File: src/rtl/delay_gate_multi_if.sv
// Bus bundle for delay_gate_multi: CE, per-channel requests/modes, delay load port and qualified outputs.
interface delay_gate_multi_if #(
  parameter int CH = 4,
  parameter int W  = 8
);
  logic          CE;
  logic [CH-1:0] Delin;
  logic [CH-1:0] Mode;
  logic          DelayLd;
  logic [W-1:0]  DelayIn;
  logic [CH-1:0] DelCE;
  logic [CH-1:0] Reached;
  logic [W-1:0]  DelayCur;

  modport master (
    output CE, Delin, Mode, DelayLd, DelayIn,
    input  DelCE, Reached, DelayCur
  );

  modport slave (
    input  CE, Delin, Mode, DelayLd, DelayIn,
    output DelCE, Reached, DelayCur
  );
endinterface

File: src/rtl/delay_gate_multi.sv
// Multi-channel CE qualification gate with a shared runtime-programmable settle delay.
// Optional macro DELAY_GATE_REARM_EN: pulse-mode channels re-arm after each pulse while Delin stays high.
module delay_gate_multi #(
  parameter int CH        = 4,
  parameter int W         = 8,
  parameter int DELAY_RST = 2
) (
  input  logic               CLK,
  input  logic               RST,
  delay_gate_multi_if.slave  bus
);

  logic [W-1:0]         dly_q, dly_d;
  logic [CH-1:0][W-1:0] cnt_q, cnt_d;
  logic [CH-1:0]        fired_q, fired_d;
  logic [CH-1:0]        reach;
  logic [CH-1:0]        del_ce;

  // Qualification uses >= so lowering the delay below a live count passes immediately.
  always_comb begin
    reach  = '0;
    del_ce = '0;
    for (int i = 0; i < CH; i++) begin
      reach[i]  = bus.Delin[i] & (cnt_q[i] >= dly_q);
      del_ce[i] = bus.CE & reach[i] & ~RST & (~bus.Mode[i] | ~fired_q[i]);
    end
  end

  assign bus.DelCE    = del_ce;
  assign bus.Reached  = reach & ~{CH{RST}};
  assign bus.DelayCur = dly_q;

  always_comb begin
    dly_d   = bus.DelayLd ? bus.DelayIn : dly_q;
    cnt_d   = cnt_q;
    fired_d = fired_q;
    for (int i = 0; i < CH; i++) begin
      if (bus.CE) begin
        if (!bus.Delin[i]) begin
          cnt_d[i]   = '0;
          fired_d[i] = 1'b0;
        end else if (cnt_q[i] < dly_q) begin
          cnt_d[i] = cnt_q[i] + W'(1);
        end
      end
      if (del_ce[i]) begin
        fired_d[i] = 1'b1;
      end
`ifdef DELAY_GATE_REARM_EN
      // A pulse-mode channel restarts its settle window after every pulse.
      if (del_ce[i] && bus.Mode[i]) begin
        cnt_d[i]   = '0;
        fired_d[i] = 1'b0;
      end
`else
`endif
    end
  end

  always_ff @(posedge CLK) begin
    if (RST) begin
      dly_q   <= W'(DELAY_RST);
      cnt_q   <= '0;
      fired_q <= '0;
    end else begin
      dly_q   <= dly_d;
      cnt_q   <= cnt_d;
      fired_q <= fired_d;
    end
  end

endmodule

File: src/flat_wrapper.sv
// flat-port wrapper written by rule: the top's interface ports become plain ports
module delay_gate_multi_flat 
#(
  parameter int CH        = 4,
  parameter int W         = 8,
  parameter int DELAY_RST = 2
)
  (CLK, RST, bus_CE, bus_Delin, bus_Mode, bus_DelayLd, bus_DelayIn, bus_DelCE, bus_Reached, bus_DelayCur);
  delay_gate_multi_if #(.CH(CH), .W(W)) bus_i ();
  input  logic CLK;
  input  logic RST;
  input wire logic [$bits(bus_i.CE)-1:0] bus_CE;
  input wire logic [$bits(bus_i.Delin)-1:0] bus_Delin;
  input wire logic [$bits(bus_i.Mode)-1:0] bus_Mode;
  input wire logic [$bits(bus_i.DelayLd)-1:0] bus_DelayLd;
  input wire logic [$bits(bus_i.DelayIn)-1:0] bus_DelayIn;
  output wire logic [$bits(bus_i.DelCE)-1:0] bus_DelCE;
  output wire logic [$bits(bus_i.Reached)-1:0] bus_Reached;
  output wire logic [$bits(bus_i.DelayCur)-1:0] bus_DelayCur;
  assign bus_i.CE = bus_CE;
  assign bus_i.Delin = bus_Delin;
  assign bus_i.Mode = bus_Mode;
  assign bus_i.DelayLd = bus_DelayLd;
  assign bus_i.DelayIn = bus_DelayIn;
  assign bus_DelCE = bus_i.DelCE;
  assign bus_Reached = bus_i.Reached;
  assign bus_DelayCur = bus_i.DelayCur;
  delay_gate_multi #(.CH(CH), .W(W), .DELAY_RST(DELAY_RST)) u_core (.CLK(CLK), .RST(RST), .bus(bus_i));
endmodule
File: config.mk
export PLATFORM = sky130hd
export DESIGN_NAME = delay_gate_multi_flat
export DESIGN_NICKNAME = d
export VERILOG_FILES = /design/src/rtl/delay_gate_multi_if.sv /design/src/rtl/delay_gate_multi.sv /design/src/flat_wrapper.sv
export SDC_FILE = /design/constraint.sdc
export NUM_CORES = 1
export LEC_CHECK = 0
export CAP_MARGIN = 30
export CORE_ASPECT_RATIO = 1.4
export CORE_MARGIN = 2
export CORE_UTILIZATION = 50
export CTS_BUF_LIST = sky130_fd_sc_hd__clkbuf_2
export CTS_CLUSTER_SIZE = 40
export DETAILED_ROUTE_END_ITERATION = 16
export HOLD_SLACK_MARGIN = 0.1
export PLACE_DENSITY = 0.76
export SYNTH_ARGS = -nofsm -noshare
export SYNTH_HDL_FRONTEND = slang
export SYNTH_SLANG_ARGS = --single-unit
File: constraint.sdc
create_clock -name CLK -period 2.2 [get_ports CLK]
set_input_delay 0.22 -clock CLK [delete_from_list [all_inputs] [get_ports CLK]]
set_output_delay 0.22 -clock CLK [all_outputs]
set_load 0.01 [all_outputs]
==> metrics.log, run 1 <==
[metrics] register clock-pin slew on the reported worst setup and hold paths: 0.22 ns
[metrics] commonest register cell after synthesis: dfxtp_1
[metrics] critical path fanouts, max: 4
[metrics] arrival time of data at the critical path endpoint: between 2 and 2.5 ns
[metrics] failing checks: negative setup slack
[metrics] class of the most critical hold timing path: in -> reg
[metrics] final HPWL from detailed placement: 5.81 mm
[metrics] number of cells on the worst reg-to-reg path: 10
[metrics] number of placed instances, taps included: 493
[metrics] aggregate global routing overflow: 0
[metrics] wire length of the first global-routing pass: 13.4 mm
[metrics] Rows: 32
[metrics] TritonRoute pass-1 iters: 5
[metrics] ANT nets after route: 0
[metrics] Worst Setup Slack, final: -0.165 ns
[metrics] post-synthesis instance area: 0.00289 mm²
[metrics] run status: finished with violations
[metrics] final period utilization: 107%
[metrics] Worst IR Drop VDD: between 0.3 and 0.4 mV
[metrics] WL per Instance: 18.0 µm
[metrics] clock tree from TritonCTS: yes
[metrics] actual slew at the worst max-slew pin: 0.536 ns
[metrics] Worst Hold Depth: 3
[metrics] time the final worst path needs with I/O delays and setup: 2.36 ns
[metrics] critical-path cell with the highest stage delay: dfxtp_4
[metrics] Starting DRT DRC Count: 246
[metrics] design area: 0.00423 mm²
[metrics] average size of a mapped cell: 8.08 µm²
[metrics] clk sinks: 44
[metrics] vias in the first global route: 3063
[metrics] vias per std cell: 6.08
[metrics] Hold Vio Cnt, Final: 0
[metrics] level count of the clock H-tree: 2
[metrics] Final Wtd Congestion: between 0.9 and 1
[metrics] Power per Cell Area: 397 mW/mm²
[metrics] width of the die: approximately 68 µm
[metrics] number of stages on the worst setup path: 10
[metrics] Max-Cap Viols: 0
[metrics] number of max-slew violations in the final report: 0
[metrics] setup repair after global routing missed its margin: yes
[metrics] area used by multi-input combinational logic: roughly 0.0023 mm²
[metrics] WHS: 0.369 ns
[metrics] Final Util: between 70% and 80%
[metrics] count of antenna diodes in the layout: 0
[metrics] total via count after detailed routing: 3184
[metrics] number of nets at the end of the flow: about 510
[metrics] Async S/R FF share, synth: 0%
[metrics] EDFF count, synth: 0
[metrics] fraction of layout cells with a size suffix above 1: 36.0%
[metrics] post-route clock skew: 0.0124 ns
[metrics] number of synthesized register bits: 44
[metrics] leakage dissipation: 1.79 nW
[metrics] vertical die dimension: 94.0 µm
[metrics] effective utilization at floorplan: a little over half
[metrics] storage element area: slightly below 900 µm²
[metrics] Buf/Inv on CP: 3
[metrics] area inside the core boundary: ~0.0056 mm²
[metrics] capturing element type of the critical path: output port
[metrics] Final setup violation count: 16
[metrics] critical path class: reg -> out
[metrics] type of origin of the critical path: flip-flop
[metrics] fmax: 423 MHz
[metrics] library cell used as clock root buffer: clkbuf_2
[metrics] Synth Net Count: 414
[metrics] number of buffers inserted during clock tree synthesis: 5
[metrics] Top cell by count, worst path: nor2_1
[metrics] DP Area: 0.00361 mm²
[metrics] worst endpoint required time: 1.98 ns
[metrics] count of buffers inserted at the top-level ports: 35
[metrics] sequential element share of the synthesized area: 30.4%
[metrics] total routed wirelength: 9.42 mm
[metrics] Critical Path Max Stage Delay: 0.43 ns
[metrics] fill cell instance count of the final layout: 343
[metrics] Yosys warning count: 0
[metrics] overall global routing resource usage: between 20% and 30%
[metrics] count of hold-fix buffers inserted at cts: 0
[metrics] delay-heaviest family, CP: simple AND/OR/NAND/NOR gates
[metrics] Non-Filler Instances: 524
[metrics] I/O pin cnt: 36
[metrics] worst-case headroom to the max-slew limit: 64.1%
[metrics] cell-by-cell listing of the critical path: inv_8, buf_12, ha_4, a211oi_2, nor2_2, nor2_1, o21ai_1, nand2_1, nor2_1, buf_2
[metrics] antenna violations before repair: 0
[metrics] maximum number of pins on one net before global-route repair: 23
[metrics] Die Outline Area: roughly 0.0064 mm²
[metrics] area added between synthesis and finish: 46.2%
[metrics] Skew-Pair Late Insertion Delay: 0.42 ns
[metrics] instance count of the mapped netlist: approximately 360
[metrics] DRC violations left: 0
[metrics] number of distinct library cells after synthesis: 48
[metrics] number of buffers on the longest clock path: 2
[metrics] worst slack at placement: -0.131 ns
==> where the power goes <==
part	internal, W	total (W)	switching [W]	leakage (nW)
Sequential	0.000818	0.000834	0.0000160	0.360
Clock	0.0000758	0.000344	0.000269	0.0288
Combinational	0.000256	0.000503	0.000247	1.40
==> per-layer routing <==
layer	track usage (%)	routed length, µm	up-vias
met5	0	0	-
met4	17.8	509	0
met3	4.92	554	42
met2	47.8	4870	155
met1	29.0	3490	1490
li1	-	-	1497
==> area by class of cell <==
| class | instances | share of cell area [%] |
|---|---|---|
| clock inverters | 1 | 0.118 |
| repair buffers | 100 | 20.1 |
| flip-flops and latches | 44 | 21.1 |
| well taps | 68 | 2.01 |
| multi-input cells | 282 | 53.4 |
| inverters | 23 | 2.45 |
| clock buffers | 6 | 0.710 |
==> Yosys cell counts (all sizes together) (2+ instances only) <==
library cell / instances / share of area [%]
nor2b: 3 / 0.65
a41o: 3 / 1.0
and3: 3 / 0.65
a21oi: 26 / 4.6
o21a: 3 / 0.78
xor2: 5 / 1.5
nand2: 30 / 3.9
a22oi: 2 / 0.52
o31ai: 2 / 0.52
nor4: 2 / 0.43
a211oi: 3 / 0.78
nand3: 9 / 1.6
or2: 3 / 0.65
o21bai: 2 / 0.52
a311oi: 2 / 0.61
nor3: 5 / 0.86
mux2i: 9 / 3.1
ha: 36 / 16
a21o: 7 / 1.8
a211o: 3 / 0.91
o211ai: 2 / 0.52
and2: 8 / 1.7
buf: 4 / 0.65
nand4: 13 / 2.8
or3: 4 / 0.86
clkbuf: 5 / 0.65
dfxtp: 44 / 30
a31o: 6 / 1.8
a41oi: 2 / 0.61
o21ba: 2 / 0.69
o22ai: 3 / 0.65
inv: 23 / 3.0
or4: 2 / 0.52
o21ai: 17 / 2.9
a31oi: 3 / 0.65
nor2: 43 / 5.6
nand2b: 11 / 2.4
==> what timing repair did <==
| item | CTS | global route |
|---|---|---|
| resized for setup | 84 | 52 |
| setup buffers | 19 | 7 |
| pin swaps | 27 | 27 |
| gates cloned | 0 | 1 |
| setup endpoints to repair | 17 | 32 |
==> final timing paths <==
kind                                            start                             endpoint  slack (ns)
setup / recovery  u_core.bus.DelayCur[5]$_SDFFE_PP0P_                         bus_DelCE[1]       -0.16
hold / removal                         bus_DelayIn[7]  u_core.bus.DelayCur[7]$_SDFFE_PP0P_        0.37
setup reg to reg  u_core.bus.DelayCur[5]$_SDFFE_PP0P_        u_core.cnt_q[14]$_SDFFE_PP0P_       -0.11
hold reg to reg        u_core.fired_q[2]$_SDFFE_PP0P_       u_core.fired_q[2]$_SDFFE_PP0P_        0.48
==> per-stage QoR <==
stage               TNS (ns)  power, W
floorplan                  0   0.00103
detailed placement     -1.02   0.00120
global route           -2.97   0.00176
finish                 -1.06   0.00168
global placement      -0.444   0.00119
CTS                   -0.538   0.00160
==> registers in the layout, summed over array words and instances (netlist names) <==
name,count
u_core.cnt_q,32
u_core.bus.DelayCur,8
u_core.fired_q,4
==> layout by cell type, fill, tap and decap left out, types with 9 or more instances in the layout <==
| master | Yosys | final |
|---|---|---|
| ha_1 | 36 | 21 |
| inv_1 | 22 | 15 |
| ha_4 | 0 | 13 |
| a21oi_2 | 1 | 13 |
| buf_4 | 0 | 54 |
| mux2i_1 | 9 | 9 |
| nand3_1 | 9 | 9 |
| nand2_1 | 30 | 29 |
| a21oi_1 | 25 | 12 |
| nor2_1 | 43 | 37 |
| buf_2 | 3 | 9 |
| clkdlybuf4s50_1 | 0 | 27 |
| nand4_1 | 13 | 13 |
| dfxtp_1 | 44 | 35 |
==> worst register-to-register path, cell delays in order (launching register included) <==
cell and delay [ns]:
dfxtp_4 0.43, inv_8 0.05, buf_12 0.12, ha_4 0.23, a211oi_2 0.21, nor2_2 0.08
buf_4 0.15, or2_2 0.29, o21ai_1 0.28, a31oi_1 0.13, a311oi_1 0.25
==> cells by family after synthesis <==
| logic type | Yosys count | share of synthesized area (%) |
|---|---|---|
| multiplexers | 9 | 3.11 |
| XOR/XNOR | 6 | 1.82 |
| AO/OA/AOI/OAI | 93 | 21.5 |
| buffers and inverters | 32 | 4.28 |
| AND/OR/NAND/NOR | 138 | 23.3 |
| flip-flops | 44 | 30.4 |
| adder cells (fa/ha/maj) | 36 | 15.6 |
(Power assumes the default switching activity.)
==> run 2: changes to the inputs <==
--- a/config.mk
+++ b/config.mk
@@ -10,7 +10,6 @@
 export CORE_MARGIN = 2
 export CORE_UTILIZATION = 50
 export CTS_BUF_LIST = sky130_fd_sc_hd__clkbuf_2
-export CTS_CLUSTER_SIZE = 40
 export DETAILED_ROUTE_END_ITERATION = 16
 export HOLD_SLACK_MARGIN = 0.1
 export PLACE_DENSITY = 0.76
==> results of run 2 <==
The final DEF is identical to that of run 1; final timing and power are the same.
==> run 3: changes to the inputs <==
--- a/config.mk
+++ b/config.mk
@@ -12,7 +12,7 @@
 export CTS_BUF_LIST = sky130_fd_sc_hd__clkbuf_2
 export DETAILED_ROUTE_END_ITERATION = 16
 export HOLD_SLACK_MARGIN = 0.1
-export PLACE_DENSITY = 0.76
+export PLACE_DENSITY = 0.73
 export SYNTH_ARGS = -nofsm -noshare
 export SYNTH_HDL_FRONTEND = slang
 export SYNTH_SLANG_ARGS = --single-unit
==> constraint.sdc (replaced) <==
create_clock -name CLK -period 2.51 [get_ports CLK]
set_input_delay 0.251 -clock CLK [delete_from_list [all_inputs] [get_ports CLK]]
set_output_delay 0.251 -clock CLK [all_outputs]
set_load 0.01 [all_outputs]
==> run 3 against run 2 <==
  * The run now ends clean
  * Hold slack better by 0.031 ns
  * Setup slack improved by 0.27 ns
  * Clock power decreased by 12%
  * Via count fell by 13%
  * Sequential share of layout area is 4.3 points higher
  * Final cell count shrank 9.0%
  * Clock skew fell by 0.0032 ns
  * Largest cell class unchanged
  * Wire length down 24%
  * Global-route usage is 3.5 points lower
  * First-iteration DRC count shrank 22%
==> metrics.log, run 3 (synthesis results as in run 1) <==
[metrics] run status: finished clean
[metrics] setup TNS: 0 ns (+1.06 ns)
[metrics] fraction of layout cells with a size suffix above 1: 15.6% (-20 points)
[metrics] vias in the first global route: 2657 (-13%)
[metrics] register clock-pin slew on the reported worst setup and hold paths: 0.23 ns (about the same)
[metrics] share of power burned in the clock network: 22.7% (+2.2 points)
[metrics] class of the most critical hold timing path: in -> reg
[metrics] leakage dissipation: 1.50 nW (-16%)
[metrics] level count of the clock H-tree: 2 (unchanged)
[metrics] wire length of the first global-routing pass: 11.8 mm (-12%)
[metrics] capturing element type of the critical path: output port
[metrics] final period utilization: 95.9%
[metrics] WL per Instance: 14.9 µm (-17%)
[metrics] area inside the core boundary: 0.00557 mm² (unchanged)
[metrics] Skew-Pair Late Insertion Delay: 0.42 ns (about the same)
[metrics] critical path class: reg -> out
[metrics] Die Outline Area: 0.00642 mm² (unchanged)
[metrics] width of the die: 68.3 µm (unchanged)
[metrics] DRC violations left: 0 (unchanged)
[metrics] setup repair after global routing missed its margin: yes
[metrics] flip-flop count of the largest register, all copies and words added: 32 (unchanged)
[metrics] commonest cells after routing, fill and taps aside: nor2_1, dfxtp_1, ha_1
[metrics] Worst Setup Slack, final: 0.103 ns (+0.268 ns)
[metrics] type of origin of the critical path: flip-flop
[metrics] number of max-slew violations in the final report: 0 (unchanged)
[metrics] count of antenna diodes in the layout: 0 (unchanged)
[metrics] Final Util: 62.9% (-13 points)
[metrics] Rows: 32 (unchanged)
[metrics] Worst IR Drop VDD: 0.230 mV (-37%)
[metrics] Pint: 0.000918 W (-20%)
[metrics] Power per Cell Area: 379 mW/mm² (-4.7%)
[metrics] critical-path cell with the highest stage delay: dfxtp_2
[metrics] total via count after detailed routing: 2769 (-13%)
[metrics] worst endpoint required time: 2.26 ns (+0.28 ns)
[metrics] post-route clock skew: 0.00922 ns (-0.00317 ns)
[metrics] total routed wirelength: 7.12 mm (-24%)
[metrics] worst slack at placement: 0.138 ns (+0.269 ns)
[metrics] Buf/Inv on CP: 3 (unchanged)
[metrics] fill cell instance count of the final layout: 512 (+49%)
[metrics] Sw Ratio: 30.8% (-0.85 points)
[metrics] area added between synthesis and finish: 21.0%
[metrics] critical path fanouts, max: 3 (-1)
[metrics] time the final worst path needs with I/O delays and setup: 2.41 ns
[metrics] relative contribution of sequential cells to total power: 55.2% (+5.6 points)
[metrics] Hold Vio Cnt, Final: 0 (unchanged)
[metrics] library cell used as clock root buffer: clkbuf_2
[metrics] delay-heaviest family, CP: buffers and inverters
[metrics] Critical Path Max Stage Delay: 0.40 ns (-0.03 ns)
[metrics] vias per std cell: 5.81 (-4.5%)
[metrics] worst-case headroom to the max-slew limit: 58.9% (-5.3 points)
[metrics] antenna violations before repair: 0 (unchanged)
[metrics] maximum number of pins on one net before global-route repair: 23 (unchanged)
[metrics] final HPWL from detailed placement: 5.37 mm (-7.5%)
[metrics] count of buffers inserted at the top-level ports: 35 (unchanged)
[metrics] Gate power share: 22.1% (-7.8 points)
[metrics] Max-Cap Viols: 0 (unchanged)
[metrics] ANT nets after route: 0 (unchanged)
[metrics] largest register by flop count: u_core.cnt_q
[metrics] P_sw: 0.000408 W (-23%)
[metrics] effective utilization at floorplan: 52.0% (unchanged)
[metrics] clk sinks: 44 (unchanged)
[metrics] Starting DRT DRC Count: 191 (-22%)
[metrics] cell-by-cell listing of the critical path: clkinvlp_4, buf_4, ha_1, a211o_1, a21oi_2, o21ai_1, nand2_1, nor2_1, dlygate4sd2_1
[metrics] TritonRoute pass-1 iters: 4 (-1)
[metrics] fmax: a little over 400 MHz
[metrics] overall global routing resource usage: 23.9% (-3.5 points)
[metrics] Final setup violation count: 0 (-16)
[metrics] vertical die dimension: 94.0 µm (unchanged)
[metrics] count of hold-fix buffers inserted at cts: 0 (unchanged)
[metrics] arrival time of data at the critical path endpoint: 2.16 ns (+0.02 ns)
[metrics] post-layout power: 0.00133 W (-21%)
[metrics] most frequent standard cell in the layout excluding fill and tap cells: nor2_1
[metrics] number of buffers inserted during clock tree synthesis: 5 (unchanged)
[metrics] I/O pin cnt: 36 (unchanged)
[metrics] clock tree from TritonCTS: yes
[metrics] aggregate global routing overflow: 0 (unchanged)
[metrics] Final Wtd Congestion: 0.909 (-1.3%)
[metrics] number of nets at the end of the flow: 464 (-9.4%)
[metrics] actual slew at the worst max-slew pin: 0.615 ns (+0.0787 ns)
[metrics] number of buffers on the longest clock path: 2 (unchanged)
-- run 3: layout make-up --
type                            instances  area, µm²  share of cell area, %
Tap cell                               68       85.1                   2.43
Timing Repair Buffer                   52        450                   12.9
Clock buffer                            5       25.0                  0.715
Inverter                               23       90.1                   2.57
Multi-Input combinational cell        282       1950                   55.6
Sequential cell                        44        891                   25.4
Clock inverter                          3       13.8                  0.393
-- run 3: final timing paths --
check | from | endpoint | slack, ns | cells after the start
setup / recovery | u_core.bus.DelayCur[4]$_SDFFE_PP0P_ | bus_DelCE[3] | 0.10 | 9
hold / removal | bus_DelayIn[7] | u_core.bus.DelayCur[7]$_SDFFE_PP0P_ | 0.40 | 3
setup reg to reg | u_core.bus.DelayCur[6]$_SDFFE_PP0P_ | u_core.cnt_q[4]$_SDFFE_PP0P_ | 0.23 | 9
hold reg to reg | u_core.fired_q[0]$_SDFFE_PP0P_ | u_core.fired_q[0]$_SDFFE_PP0P_ | 0.48 | 2
-- run 3: power groups by stage --
stage | Combinational, W | Clock, W | Sequential (W)
floorplan | 0.000160 | 0 | 0.000745
global placement | 0.000262 | 0 | 0.000743
detailed placement | 0.000270 | 0 | 0.000744
CTS | 0.000287 | 0.000312 | 0.000732
global route | 0.000322 | 0.000335 | 0.000735
finish | 0.000292 | 0.000302 | 0.000732
-- run 3: stage by stage --
| stage | std cells | instance area, µm² | hold WS (ns) |
|---|---|---|---|
| 6_report | 477 | 3500 | 0.400 |
| 2_1_floorplan | 358 | 2890 | 0.381 |
| 4_1_cts | 475 | 3490 | 0.360 |
| 3_5_place_dp | 459 | 3340 | 0.448 |
| 3_3_place_gp | 459 | 3340 | 0.436 |
| 5_1_grt | 477 | 3500 | 0.378 |
-- run 3: per-layer routing --
layer / vias to the layer above / GRT usage (%) / share of wire, %
met4: 0 / 8.00 / 1.5
li1: 1400 / - / -
met3: 9 / 3.36 / 3.9
met1: 1297 / 27.9 / 42
met5: - / 0 / 0
met2: 63 / 43.1 / 53
-- run 3: worst reg2reg max path: stages, from the launching register on --
cell      delay (ns)
dfxtp_2         0.38
inv_1           0.12
ha_1            0.26
a211o_1         0.31
a21oi_2         0.20
and4bb_1        0.23
nor2_1          0.09
buf_4           0.16
or3_1           0.34
a21oi_1         0.14
-- run 3: what timing repair did --
item / in CTS / in global routing
setup buffers: 8 / 2
pin swaps: 6 / 11
setup endpoints to repair: 8 / 12
resized for setup: 34 / 17
